### config.mk
export PLATFORM = sky130hd
export DESIGN_NAME = dmem_arbiter
export DESIGN_NICKNAME = d
export VERILOG_FILES = /design/src/rtl/dmem_arbiter_pkg.sv /design/src/rtl/rr_arb2.sv /design/src/rtl/dmem_arbiter.sv
export SDC_FILE = /design/constraint.sdc
export NUM_CORES = 1
export LEC_CHECK = 0
export CORE_MARGIN = 10
export CORE_UTILIZATION = 30
export CTS_BUF_LIST = sky130_fd_sc_hd__clkbuf_8
export CTS_CLUSTER_SIZE = 14
export DETAILED_ROUTE_END_ITERATION = 10
export PLACE_DENSITY = 0.79
export SYNTH_ARGS = -nofsm -noshare
export SYNTH_HDL_FRONTEND = slang
export SYNTH_SLANG_ARGS = --single-unit
### constraint.sdc
create_clock -name clk -period 2.18 [get_ports clk]
set_input_delay 0.545 -clock clk [delete_from_list [all_inputs] [get_ports clk]]
set_output_delay 0.545 -clock clk [all_outputs]
set_load 0.01 [all_outputs]
### src/rtl/dmem_arbiter_pkg.sv
// Shared definitions for the data-memory arbiter.
// Requester IDs, parameter defaults and small helpers.
package dmem_arbiter_pkg;

    localparam int ADDR_W_DEF    = 32;
    localparam int DATA_W_DEF    = 32;
    localparam int MEM_WORDS_DEF = 257;
    localparam int MAX_BURST_DEF = 4;

    typedef enum logic {
        REQ_CPU = 1'b0,
        REQ_DBG = 1'b1
    } req_id_e;

    function automatic req_id_e other(input req_id_e id);
        return (id == REQ_CPU) ? REQ_DBG : REQ_CPU;
    endfunction

    function automatic logic [1:0] onehot(input req_id_e id);
        return (id == REQ_DBG) ? 2'b10 : 2'b01;
    endfunction

endpackage

### src/rtl/rr_arb2.sv
// Two-way round-robin pick with a lock override.
// Purely combinational; all arbitration state lives in the caller.
module rr_arb2
    import dmem_arbiter_pkg::*;
(
    input  logic [1:0] valid,
    input  req_id_e    rr_ptr,
    input  req_id_e    owner,
    input  logic       lock_ok,
    output logic [1:0] grant
);

    always_comb begin
        grant = 2'b00;
        if (lock_ok) begin
            grant = onehot(owner);
        end else begin
            case (valid)
                2'b01:   grant = 2'b01;
                2'b10:   grant = 2'b10;
                2'b11:   grant = onehot(rr_ptr);
                default: grant = 2'b00;
            endcase
        end
    end

endmodule

### src/rtl/dmem_arbiter.sv
// Shares one single-port data memory between the CPU MEM stage (m0)
// and the debug/DMA loader (m1), with a 1-cycle registered response.
module dmem_arbiter
    import dmem_arbiter_pkg::*;
#(
    parameter int ADDR_W    = ADDR_W_DEF,
    parameter int DATA_W    = DATA_W_DEF,
    parameter int MEM_WORDS = MEM_WORDS_DEF,
    parameter int MAX_BURST = MAX_BURST_DEF
) (
    input  logic              clk,
    input  logic              reset,
    input  logic              m0_req_valid,
    output logic              m0_req_ready,
    input  logic              m0_req_write,
    input  logic [ADDR_W-1:0] m0_req_addr,
    input  logic [DATA_W-1:0] m0_req_wdata,
    input  logic              m0_req_lock,
    output logic              m0_rsp_valid,
    output logic [DATA_W-1:0] m0_rsp_rdata,
    output logic              m0_rsp_err,
    input  logic              m1_req_valid,
    output logic              m1_req_ready,
    input  logic              m1_req_write,
    input  logic [ADDR_W-1:0] m1_req_addr,
    input  logic [DATA_W-1:0] m1_req_wdata,
    input  logic              m1_req_lock,
    output logic              m1_rsp_valid,
    output logic [DATA_W-1:0] m1_rsp_rdata,
    output logic              m1_rsp_err,
    output logic [ADDR_W-1:0] mem_address,
    output logic [DATA_W-1:0] mem_write_data,
    output logic              mem_write,
    output logic              mem_read,
    input  logic [DATA_W-1:0] mem_read_data
);

    localparam int CNT_W = $clog2(MAX_BURST + 1);
    localparam logic [CNT_W-1:0] BURST_MAX = CNT_W'(MAX_BURST);
    localparam logic [ADDR_W:0]  LIMIT     = (ADDR_W + 1)'(MEM_WORDS);

    req_id_e           rr_ptr;
    req_id_e           owner;
    logic              owner_vld;
    logic [CNT_W-1:0]  burst_cnt;

    logic [1:0]        valid;
    logic [1:0]        grant_raw;
    logic [1:0]        grant;
    logic              lock_ok;
    logic              hs;
    req_id_e           gid;

    logic              sel_write;
    logic              sel_lock;
    logic [ADDR_W-1:0] sel_addr;
    logic [DATA_W-1:0] sel_wdata;
    logic              in_range;
    logic [DATA_W-1:0] rd_next;

    assign valid   = {m1_req_valid, m0_req_valid};
    assign lock_ok = owner_vld && valid[owner] && (burst_cnt < BURST_MAX);

    rr_arb2 u_arb (
        .valid   (valid),
        .rr_ptr  (rr_ptr),
        .owner   (owner),
        .lock_ok (lock_ok),
        .grant   (grant_raw)
    );

    // Reset masks the grant so nothing reaches memory in a reset cycle.
    assign grant = reset ? 2'b00 : grant_raw;
    assign hs    = |grant;
    assign gid   = grant[1] ? REQ_DBG : REQ_CPU;

    assign m0_req_ready = grant[0];
    assign m1_req_ready = grant[1];

    assign sel_write = grant[1] ? m1_req_write : m0_req_write;
    assign sel_lock  = grant[1] ? m1_req_lock  : m0_req_lock;
    assign sel_addr  = grant[1] ? m1_req_addr  : m0_req_addr;
    assign sel_wdata = grant[1] ? m1_req_wdata : m0_req_wdata;
    assign in_range  = {1'b0, sel_addr} < LIMIT;
    assign rd_next   = in_range ? mem_read_data : '0;

    always_comb begin
        mem_address    = '0;
        mem_write_data = '0;
        mem_write      = 1'b0;
        mem_read       = 1'b0;
        if (hs) begin
            mem_address    = sel_addr;
            mem_write_data = sel_wdata;
            mem_write      = sel_write & in_range;
            mem_read       = ~sel_write;
        end
    end

    always_ff @(posedge clk) begin
        if (reset) begin
            rr_ptr    <= REQ_CPU;
            owner     <= REQ_CPU;
            owner_vld <= 1'b0;
            burst_cnt <= '0;
        end else if (hs) begin
            rr_ptr <= other(gid);
            if (sel_lock) begin
                owner     <= gid;
                owner_vld <= 1'b1;
                if (owner_vld && owner == gid) begin
                    // Saturate: an exhausted owner stays exhausted.
                    if (burst_cnt != BURST_MAX) begin
                        burst_cnt <= burst_cnt + 1'b1;
                    end
                end else begin
                    burst_cnt <= CNT_W'(1);
                end
            end else begin
                owner_vld <= 1'b0;
                burst_cnt <= '0;
            end
        end else if (owner_vld && !valid[owner]) begin
            owner_vld <= 1'b0;
            burst_cnt <= '0;
        end
    end

    always_ff @(posedge clk) begin
        if (reset) begin
            m0_rsp_valid <= 1'b0;
            m0_rsp_err   <= 1'b0;
            m0_rsp_rdata <= '0;
            m1_rsp_valid <= 1'b0;
            m1_rsp_err   <= 1'b0;
            m1_rsp_rdata <= '0;
        end else begin
            m0_rsp_valid <= grant[0];
            m0_rsp_err   <= grant[0] & ~in_range;
            m1_rsp_valid <= grant[1];
            m1_rsp_err   <= grant[1] & ~in_range;
            if (grant[0]) begin
                m0_rsp_rdata <= rd_next;
            end
            if (grant[1]) begin
                m1_rsp_rdata <= rd_next;
            end
        end
    end

endmodule

==> flow_summary.json <==
{
  "min_from": "m1_rsp_rdata[5]$_SDFFE_PP0N_",
  "outcome": "complete, but fails checks",
  "critPathLaunchType": "input pin",
  "dieHeight_um": 130,
  "critPathBufInv": 2,
  "fmax_mhz": 382,
  "cts_tree": "built",
  "max_cap_violations": 0,
  "drive_gt1_share_pct": 33.6,
  "cts_made_buffers": 9,
  "ys_warn_count": 0,
  "hpwl_um": 16200,
  "critical_path_peak_fanout": 2,
  "ys_seq_area_share_pct": 40.9,
  "syn_nets": 624,
  "grt_pass1_wl_um": 30400,
  "violations": "negative setup slack",
  "drc": 0,
  "dr.pass1.iters": 4,
  "clockBufferDepth": 2,
  "clock_latency_ns": 0.35,
  "synth_edf_count": 0,
  "grt_max_degree": 36,
  "required_ns": 1.63,
  "setup_ws_ns": -0.441,
  "cpLargestDelayFamily": "simple AND/OR/NAND/NOR gates",
  "min_path_type": "reg -> reg",
  "whs_ns": 0.480,
  "slew-limit-headroom_pct": 76.2,
  "htreeDepth": 3,
  "avgRoutedWirePerCell_um": 21.7,
  "timing.rr.start": "burst_cnt[2]$_SDFFE_PP0P_",
  "cpPeakStageDelay_ns": 0.32,
  "grt-ovfl-total": 0,
  "syn_avg_cell_area_um2": 7.98,
  "die_area_um2": 16900,
  "grt_pass1_vias": 5171,
  "worstPathArrival_ns": 2.08,
  "finalCriticalPeriod_ns": 2.62,
  "fin_crit_sh_pct": 120,
  "final_common_cell": "clkdlybuf4s50_1",
  "cts-root-buf": "clkbuf_8",
  "syn_inst": 454,
  "final_antenna_net_count": 0,
  "grt_usage_pct": 23.0,
  "cts_sinks": 74,
  "place_area_um2": 7420,
  "drtIter0Drc": 351,
  "num-nets-final": 984,
  "synthToLayoutAreaGrowth_pct": 118,
  "initial_core_util_pct": 30.4,
  "ys_seq_elements": 74,
  "worst_slew_pin_slew_ns": 0.347,
  "path_clk_slew_ns": 0.08,
  "powerDensity_nw_per_um2": 456,
  "dieWidth_um": 130,
  "core_um2": 11900,
  "setup_violations": 100,
  "final_cell_area_um2": 7890,
  "cpMaxStageDelayCell": "nor4_2",
  "wl_um": 21100,
  "pre_cts_ws_ns": -1.13,
  "io_pins": 304,
  "antenna_found_initial": 2,
  "final_cell_mix": "181 x clkdlybuf4s50_1, 122 x nand2_1, 73 x buf_4",
  "critPathLaunch": "m0_req_addr[20]",
  "cts_hold_buf": 0,
  "crit_chain": "dlygate4sd2_1 > nor4_2 > nand4_1 > a211oi_4 > o21a_1 > nor3b_2 > buf_2",
  "placement.io_buffers": 303,
  "netlist_area_um2": 3620,
  "final_core_util_pct": 66.2,
  "fillers": 1013,
  "critPathKind": "in -> out",
  "ir_worst_vdd_v": 0.000487,
  "via_per_inst": 5.11,
  "synth_cell_types": 43,
  "slew_violations": 0,
  "synth_ff_type": "dfxtp_1",
  "place.gp.congestion": 0.949,
  "row_count": 40,
  "hold_viol_final": 0,
  "synthArstFlopShare_pct": 0,
  "worst_setup_path_end_kind": "primary output",
  "rsz0062_at_grt": "true",
  "fin_skew_ns": 0.0144,
  "p_leak_nw": 3.40,
  "vias": 4949
}
## sequential cells by signal (all words and copies together), names as in the netlist
| signal | cells |
|---|---|
| m0_rsp_rdata | 32 |
| owner_vld | 1 |
| m0_rsp_valid | 1 |
| rr_ptr | 1 |
| burst_cnt | 3 |
| owner | 1 |
| m1_rsp_err | 1 |
| m0_rsp_err | 1 |
| m1_rsp_rdata | 32 |
| m1_rsp_valid | 1 |
## through the flow
| step | cells | total power, mW | setup TNS [ns] |
|---|---|---|---|
| 6_report | 968 | 3.60 | -22.71 |
| 5_1_grt | 968 | 3.74 | -29.39 |
| 4_1_cts | 958 | 3.60 | -20.20 |
| 3_5_place_dp | 922 | 2.41 | -99.22 |
| 3_3_place_gp | 922 | 2.40 | -94.98 |
| 2_1_floorplan | 454 | 1.75 | -0.141 |
## logic make-up after synthesis
group,synth area share (%)
adders and majority gates,0.690
AOI/OAI and AO/OA,28.5
DFF,40.9
buffers and inverters,6.53
and+or+nand+nor,22.0
muxes,1.42
## report_power, final
part / switching, mW / internal [mW] / total, mW / leakage (nW)
combinational: 0.476 / 0.537 / 1.01 / 2.69
clock: 0.529 / 0.688 / 1.22 / 0.117
sequential: 0.00547 / 1.36 / 1.37 / 0.599
total: 1.01 / 2.59 / 3.60 / 3.40
## Yosys cell counts (all sizes together) (3+ instances only)
cell type	n	area, um^2
a22o	64	561
nand4	3	18.8
nor3	5	30.0
clkbuf	19	71.3
inv	7	26.3
mux2i	4	40.0
buf	17	130
o21ai	3	15.0
and2	4	25.0
nor4	13	96.3
nor2	11	41.3
dfxtp	74	1480
nand2	132	495
a21oi	69	345
## path summary, 6_finish.rpt
check / slack, ns / end / cells past startpoint
worst min register to register: 0.48 / m1_rsp_rdata[5]$_SDFFE_PP0N_ / 1
worst max register to register: -0.08 / m0_rsp_rdata[10]$_SDFFE_PP0P_ / 11
worst max-delay path: -0.44 / mem_write / 7
worst min-delay path: 0.48 / m1_rsp_rdata[5]$_SDFFE_PP0N_ / 1
## final cells by class
class	count	area [um^2]	area share, %
Clock inverter	6	95.1	1.21
Clock buffer	10	138	1.74
Tap cell	147	184	2.33
Antenna cell	2	5.00	0.0634
Inverter	8	35.0	0.444
Timing Repair Buffer	385	3610	45.8
Multi-Input combinational cell	336	2330	29.6
Sequential cell	74	1490	18.8
## per-layer routing
metal / wire (um) / global-route usage, % / share of wire, %
met1: 7800 / 24.8 / 37
met2: 10400 / 39.8 / 50
met3: 2030 / 8.32 / 9.7
met5: 0 / 0 / 0
met4: 783 / 10.1 / 3.7
## repair_timing
action | in CTS | in global routing
hold endpoints to repair | 0 | 0
cloned | 3 | 1
resized for setup | 388 | 25
setup buffers | 19 | 7
setup endpoints to repair | 132 | 100
pin swaps | 26 | 25
## worst register-to-register path: stages (launching register included)
cell and delay [ns]:
dfxtp_2 0.32, nand2b_1 0.17, a211o_4 0.38, buf_4 0.16, nor3_4 0.19, buf_4 0.14
buf_4 0.10, buf_4 0.09, o2111a_2 0.28, buf_12 0.13, buf_16 0.13, a22o_1 0.13
Note: power is estimated with default switching activity, not from simulation.
